**src/rtl/sd_loop_filter_param.sv**
```systemverilog
// Parametrised 1-bit sigma-delta loop filter: cascaded feedback integrators, 1-bit quantiser,
// double-buffered coefficients, optional state saturation and an instability watchdog.
module sd_loop_filter_param #(
  parameter int WIDTH          = 32,
  parameter int STAGES         = 4,
  parameter int SHIFT          = 7,
  parameter int SATURATE       = 1,
  parameter int IDLE_LIMIT     = 1024,
  parameter int RECOVER_CYCLES = 16,
  parameter int AW             = $clog2(2*STAGES+1)
) (
  input  logic                    filter_clock,
  input  logic                    reset,
  input  logic                    filter_en,
  input  logic                    mainIn,
  output logic                    mainOut,
  input  logic                    coef_wr,
  input  logic [AW-1:0]           coef_addr,
  input  logic signed [WIDTH-1:0] coef_data,
  input  logic                    coef_commit,
  output logic                    commit_pend,
  input  logic                    sat_clr,
  output logic                    sat_flag,
  output logic                    unstable,
  output logic [7:0]              recover_cnt
);

  localparam int NCOEF  = 2*STAGES + 1;
  localparam int EW     = WIDTH + 2;
  localparam int IDLE_W = (IDLE_LIMIT > 1) ? $clog2(IDLE_LIMIT) : 1;
  localparam int REC_W  = (RECOVER_CYCLES > 1) ? $clog2(RECOVER_CYCLES) : 1;
  localparam logic [IDLE_W-1:0] IDLE_TOP = IDLE_W'(IDLE_LIMIT - 1);
  localparam logic [REC_W-1:0]  REC_TOP  = REC_W'(RECOVER_CYCLES - 1);

  typedef logic signed [EW-1:0] ext_t;
  typedef enum logic {ST_RUN, ST_RECOVER} state_t;

  localparam ext_t MAXV = {3'b000, {(WIDTH-1){1'b1}}};
  localparam ext_t MINV = {3'b111, {(WIDTH-1){1'b0}}};

  function automatic ext_t ext(input logic signed [WIDTH-1:0] v);
    return {{2{v[WIDTH-1]}}, v};
  endfunction

  // Narrow a wide result back to WIDTH: clamp when saturating, otherwise keep the low bits.
  function automatic logic signed [WIDTH-1:0] narrow(input ext_t v);
    if ((SATURATE != 0) && (v > MAXV)) return MAXV[WIDTH-1:0];
    else if ((SATURATE != 0) && (v < MINV)) return MINV[WIDTH-1:0];
    else return v[WIDTH-1:0];
  endfunction

  logic signed [WIDTH-1:0] coef_eff [NCOEF];
  logic signed [WIDTH-1:0] d_reg    [STAGES];
  logic signed [WIDTH-1:0] d_next   [STAGES];
  logic [STAGES-1:0]       d_clamp;
  logic signed [WIDTH-1:0] sd_reg, sd_next;
  logic                    sd_clamp;

  ext_t ff_term   [STAGES+1];
  ext_t fb_term   [STAGES];
  ext_t stage_sum [STAGES];
  ext_t d_wide    [STAGES];
  ext_t x_wide, q_wide, sd_wide;

  logic                y;
  state_t              state_reg, state_next;
  logic [IDLE_W-1:0]   idle_cnt_reg, idle_cnt_next;
  logic [REC_W-1:0]    rec_cnt_reg, rec_cnt_next;
  logic [7:0]          recover_cnt_reg, recover_cnt_next;
  logic                prev_out_reg, prev_out_next;
  logic                commit_pend_reg, commit_pend_next;
  logic                sat_flag_reg, sat_flag_next;
  logic                commit_apply, run_update, zero_state, sat_set;

  assign y = ~sd_reg[WIDTH-1];

  genvar gi;
  generate
    // Each coefficient has a shadow copy written by the host and an active copy used by the loop.
    for (gi = 0; gi < NCOEF; gi++) begin : g_coef
      localparam logic [AW-1:0] ADDR = AW'(gi);
      logic signed [WIDTH-1:0] shadow_reg, active_reg;

      always_ff @(posedge filter_clock or posedge reset) begin
        if (reset) begin
          shadow_reg <= '0;
          active_reg <= '0;
        end else begin
          if (coef_wr && (coef_addr == ADDR)) shadow_reg <= coef_data;
          if (commit_apply) active_reg <= shadow_reg;
        end
      end

      // The commit cycle itself already runs on the new set.
      assign coef_eff[gi] = commit_apply ? shadow_reg : active_reg;
    end

    for (gi = 0; gi < STAGES; gi++) begin : g_stage
      assign ff_term[gi] = mainIn ? ext(coef_eff[gi]) : -ext(coef_eff[gi]);
      assign fb_term[gi] = y ? ext(coef_eff[STAGES+1+gi]) : -ext(coef_eff[STAGES+1+gi]);
      if (gi == 0) begin : g_first
        assign stage_sum[gi] = ff_term[gi] - fb_term[gi];
      end else begin : g_chain
        assign stage_sum[gi] = ff_term[gi] - fb_term[gi] + (ext(d_reg[gi-1]) >>> SHIFT);
      end
      assign d_wide[gi]  = stage_sum[gi] - ext(d_reg[gi]);
      assign d_clamp[gi] = (SATURATE != 0) && ((d_wide[gi] > MAXV) || (d_wide[gi] < MINV));
      assign d_next[gi]  = narrow(d_wide[gi]);
    end
  endgenerate

  assign ff_term[STAGES] = mainIn ? ext(coef_eff[STAGES]) : -ext(coef_eff[STAGES]);
  assign x_wide   = ff_term[STAGES] + (ext(d_reg[STAGES-1]) >>> SHIFT);
  assign q_wide   = y ? MAXV : MINV;
  assign sd_wide  = x_wide - q_wide - ext(sd_reg);
  assign sd_clamp = (SATURATE != 0) && ((sd_wide > MAXV) || (sd_wide < MINV));
  assign sd_next  = narrow(sd_wide);

  always_comb begin
    state_next       = state_reg;
    idle_cnt_next    = idle_cnt_reg;
    rec_cnt_next     = rec_cnt_reg;
    recover_cnt_next = recover_cnt_reg;
    prev_out_next    = prev_out_reg;
    commit_apply     = 1'b0;
    run_update       = 1'b0;
    zero_state       = 1'b0;
    commit_pend_next = commit_pend_reg | coef_commit;
    if (filter_en) begin
      prev_out_next = y;
      case (state_reg)
        ST_RUN: begin
          commit_apply = commit_pend_reg;
          if (y == prev_out_reg) begin
            if (idle_cnt_reg == IDLE_TOP) begin
              state_next       = ST_RECOVER;
              zero_state       = 1'b1;
              rec_cnt_next     = '0;
              recover_cnt_next = (recover_cnt_reg == 8'hFF) ? 8'hFF : recover_cnt_reg + 8'd1;
            end else begin
              idle_cnt_next = idle_cnt_reg + IDLE_W'(1);
              run_update    = 1'b1;
            end
          end else begin
            idle_cnt_next = '0;
            run_update    = 1'b1;
          end
        end
        ST_RECOVER: begin
          zero_state = 1'b1;
          if (rec_cnt_reg == REC_TOP) begin
            state_next    = ST_RUN;
            idle_cnt_next = '0;
          end else begin
            rec_cnt_next = rec_cnt_reg + REC_W'(1);
          end
        end
        default: state_next = ST_RUN;
      endcase
    end
    if (commit_apply) commit_pend_next = 1'b0;
  end

  // A fresh clamp outranks a clear requested in the same cycle.
  assign sat_set       = run_update && ((|d_clamp) || sd_clamp);
  assign sat_flag_next = sat_set ? 1'b1 : (sat_clr ? 1'b0 : sat_flag_reg);

  always_ff @(posedge filter_clock or posedge reset) begin
    if (reset) begin
      for (int k = 0; k < STAGES; k++) d_reg[k] <= '0;
      sd_reg <= '0;
    end else if (zero_state) begin
      for (int k = 0; k < STAGES; k++) d_reg[k] <= '0;
      sd_reg <= '0;
    end else if (run_update) begin
      for (int k = 0; k < STAGES; k++) d_reg[k] <= d_next[k];
      sd_reg <= sd_next;
    end
  end

  always_ff @(posedge filter_clock or posedge reset) begin
    if (reset) begin
      state_reg       <= ST_RUN;
      idle_cnt_reg    <= '0;
      rec_cnt_reg     <= '0;
      recover_cnt_reg <= '0;
      prev_out_reg    <= 1'b1;
      commit_pend_reg <= 1'b0;
      sat_flag_reg    <= 1'b0;
    end else begin
      state_reg       <= state_next;
      idle_cnt_reg    <= idle_cnt_next;
      rec_cnt_reg     <= rec_cnt_next;
      recover_cnt_reg <= recover_cnt_next;
      prev_out_reg    <= prev_out_next;
      commit_pend_reg <= commit_pend_next;
      sat_flag_reg    <= sat_flag_next;
    end
  end

  assign mainOut     = y;
  assign commit_pend = commit_pend_reg;
  assign sat_flag    = sat_flag_reg;
  assign unstable    = (state_reg == ST_RECOVER);
  assign recover_cnt = recover_cnt_reg;

endmodule
```
**config.mk**
```make
export PLATFORM = sky130hd
export DESIGN_NAME = sd_loop_filter_param
export DESIGN_NICKNAME = d
export VERILOG_FILES = /design/src/rtl/sd_loop_filter_param.sv
export SDC_FILE = /design/constraint.sdc
export NUM_CORES = 2
export LEC_CHECK = 0
export ABC_AREA = 1
export BUFFER_PORTS_ARGS = -buffer_cell sky130_fd_sc_hd__buf_2
export CORE_MARGIN = 2
export CORE_UTILIZATION = 61
export DETAILED_ROUTE_END_ITERATION = 8
export PLACE_DENSITY = 0.77
export REMOVE_ABC_BUFFERS = 1
export SLEW_MARGIN = 20
export SYNTH_ARGS = -nofsm -noshare
export SYNTH_HDL_FRONTEND = slang
export SYNTH_SLANG_ARGS = --single-unit
```
**constraint.sdc**
```tcl
create_clock -name filter_clock -period 26.2 [get_ports filter_clock]
set_clock_uncertainty 0.2 [all_clocks]
set_input_delay 0 -clock filter_clock [delete_from_list [all_inputs] [get_ports filter_clock]]
set_output_delay 0 -clock filter_clock [all_outputs]
set_load 0.05 [all_outputs]
```
==> summary.txt <==
Synth
  – Fraction of the mapped netlist area in compound gates: 0.1303
  – Area share of xor/xnor cells in the synthesized design: 0.06904
  – Number of enable-type register cells in the synthesized netlist: 0
  – Average footprint of a synthesized cell: roughly 7.8 sq um
  – Post-synthesis register bit count: 762
  – Main flop type after synthesis: dfrtp_1
  – Mux cell area share after synthesis: 0
  – Combinational family with the most area after synthesis: simple AND/OR/NAND/NOR gates
  – Adder and majority gate portion of the synthesized area: 0.1499
  – Share of synthesized flip-flops with an asynchronous set or reset: 1.000
  – Cell area after synthesis: 54170 sq um
  – Post-synthesis instance total: 6923
  – Number of warnings printed during yosys synthesis: 0
  – Fraction of the mapped netlist area in simple logic gates: 0.1828
  – Number of different library cells in the post-synthesis netlist: 58
  – Portion of the post-synthesis area used by sequential elements: 0.3520

STA
  – Final cycle utilization of the critical path: 0.3411
  – Slew margin rel.: 0.2417
  – Final Hold Violating Endpoints: 0
  – Unrepaired setup endpoints after global routing: false
  – Total setup violations reported at the end of the flow: 0
  – Final sum of negative setup slack: 0 ns
  – Minimum setup slack in the final design: 17.26 ns
  – Minimum clock period: ~8.9 ns
  – Peak clock frequency supported by timing: approximately 110 MHz
  – Total count of max-transition violations in the final report: 0
  – Transition time of the tightest slew-check pin: 1.135 ns

Clocking
  – Number of CTS-inserted buffers: 84
  – Clock edge transition at the registers on the reported setup and hold paths: 0.06 ns
  – TritonCTS clock tree: done
  – Post-cts resize count: 0
  – Root buffer cell: clkbuf_16
  – Maximum number of buffers from clock root to sink: 3
  – Maximum level of the CTS H-tree: 3
  – Insertion delay of the later-clocked pin in the worst-skew pair: 0.69 ns
  – Sink count of the clock tree: 762

Layout
  – Fraction of layout instances using a drive strength above 1: 0.05139
  – Fillcell total: 7490
  – Area growth syn-to-layout: 8.151%
  – Total area of multi-input combinational cells: 28880 sq um
  – Final layout net count: between 7k and 8k
  – Sequential cell area in the final layout: ~19000 sq um

Placed design
  – Number of buffers added on ports: 54
  – Pre-CTS setup slack: 17.30 ns
  – DP Wirelength: 116100 um
  – Final Wtd Congestion: about 1

GRT
  – Number of antenna violations at the first check in global routing: 2
  – Largest net degree at the start of global routing: 183
  – Number of global-route vias before repair: 45.08k
  – Aggregate global routing overflow: 0
  – GRT Util Overall: 0.3473
  – Global-route wire length before repair: 244700 um

Route
  – Routed length per instance: 18.93 um
  – Post-detailed-route count of antenna-violating nets: 0
  – Detailed Route WL: 154700 um
  – Iteration-0 DRC count of the detailed router: 3661
  – Via-per-instance ratio: between 5 and 6
  – Drt drc: 0
  – Via count of the routed design: 44.90k
  – Total iterations of the first detailed-routing run: 7

Worst hold path
  – Count of cells along the worst hold path: 6
  – End of the worst hold path: g_coef[7].shadow_reg[24]
  – Startpoint of the lowest-slack hold path: coef_addr[2]
  – Worst hold path class: primary input to flop

Flow run
  – Maximum capacitance violations: 0

Die
  – Total core area: 88240 sq um
  – Num ports: 55
  – Initial core utilization: 0.6139
  – Die H: 302.0 um
  – Die area: 91210 sq um
  – Chip width: between 300 and 400 um
  – Site Rows: 109

Critical path
  – Worst path arrival time: ~9.3 ns
  – Crit path required time: approximately 27 ns
  – Setup crit end kind: flop
  – Slack of the worst reg-to-reg path: 17.26 ns
  – Worst path most repeated cell: nand2_1
  – CP Max Fanout: 182
  – Launching element type of the critical path: flop
  – Endpoint of the worst-slack reg-to-reg timing path: d_reg[1]
  – Slowest-stage cell, CP: buf_4
  – Reg2Reg Launch Point: unstable
  – Worst Path Class, Setup: flop to flop
  – Largest stage delay on the critical path: approximately 0.77 ns
  – Worst R2R Path Depth: 37

Outcome
  – Status: finished, final reports clean
-- final cells by class --
type                    instances  share of cell area
multi-input cells            4589              0.4929
diodes                          1          0.00004271
clock buffers                 110             0.04030
inverters                    1359             0.08733
flip-flops and latches        762              0.3256
repair buffers                141             0.01837
well taps                    1165             0.02488
clock inverters                44             0.01057
-- kinds of logic (layout without fill, tap and decap cells) --
family          count (synthesis)  count (layout)
xor+xnor                      427             427
fa+ha+maj                     474             474
other cells                     0               1
buf+inv                      1572            1654
flops                         762             762
compound gates               1234            1234
simple gates                 2454            2454
-- worst max-delay path, delay by kind of cell, from the launching register on --
family | cells | cell delay [ns]
AOI/OAI and AO/OA | 3 | 0.56
DFF | 1 | 0.51
buffers and inverters | 9 | 2.13
adders and majority gates | 3 | 1.38
and+or+nand+nor | 21 | 3.85
xor gates and xnor gates | 1 | 0.12
-- synth_stat cells (4+ instances only) --
cell type  number  area, sq um
nand2_1      1606         6028
inv_1        1347         5056
dfrtp_1       761        19040
o21ai_0       553         2768
nor2_1        459         1723
xor2_1        315         2759
fa_1          292         5846
a21oi_1       281         1406
nand3_1       219         1096
ha_1          182         2277
o21ai_1       130        650.6
clkbuf_1      112        420.4
xnor2_1       112        980.9
nand4_1        51        319.1
o221ai_1       51        446.7
nor3_1         49        245.2
a31oi_1        36        225.2
buf_2          35        175.2
buf_6          31        349.1
o21ai_2        31        271.5
o211ai_1       30        225.2
o211ai_2       27        337.8
a21o_1         24        180.2
nor4_1         20        125.1
buf_4          16        120.1
buf_1          15        56.30
o21bai_1       14        105.1
or2_2          13        81.33
a21boi_0       12        90.09
o21a_1         10        75.07
o31ai_1        10        75.07
inv_2           9        33.78
nor2_2          9        56.30
nand3b_1        8        60.06
o22ai_1         8        50.05
and2_1          6        37.54
nand3_2         6        60.06
a211oi_1        4        30.03
a221oi_1        4        35.03
-- timing repair --
item	in CTS	in global routing
hold buffers	45	0
endpoints found under the hold margin	464	0
buffers inserted	0	0
-- layer usage --
layer | global-route usage | up-vias | wire length (um)
li1 | - | 21610 | -
met1 | 0.4312 | 21600 | 61740
met2 | 0.6130 | 1302 | 77410
met3 | 0.04180 | 386 | 8191
met4 | 0.1489 | 2 | 7332
met5 | 0 | - | 13
-- per-stage QoR --
stage	util	hold slack, ns	area [sq um]	cells
CTS	0.6639	0.07016	58580	8170
global placement	0.6249	-0.05237	55140	7971
global route	0.6639	0.1641	58580	8170
detailed placement	0.6250	-0.05097	55150	7971
floorplan	-	-0.1194	53000	6710
finish	0.6640	0.06484	58590	8171
-- cell usage in the layout, fill, tap and decap left out, types with 53 or more instances in the layout --
master,instances
nand2_1,1601
clkbuf_16,85
o21ai_1,130
xnor2_1,112
buf_2,53
dfrtp_1,759
o21ai_0,553
fa_1,292
a21oi_1,281
ha_1,182
nor2_1,457
nand3_1,214
inv_1,1345
xor2_1,315
-- how the worst max path moves through the flow --
stage          startpoint          end  slack (ns)  cells past startpoint
4_1_cts          unstable    d_reg[30]       17.33                     37
3_5_place_dp    filter_en    d_reg[36]       17.30                     38
6_report         unstable     d_reg[1]       17.26                     37
5_1_grt          unstable     d_reg[1]       16.40                     37
3_3_place_gp    filter_en    d_reg[40]       17.51                     38
2_1_floorplan       reset  commit_pend        4.61                      1
Power is left out: the tool's default activity adds up to more than one toggle a clock period on the data nets, which glitch-free logic cannot reach.
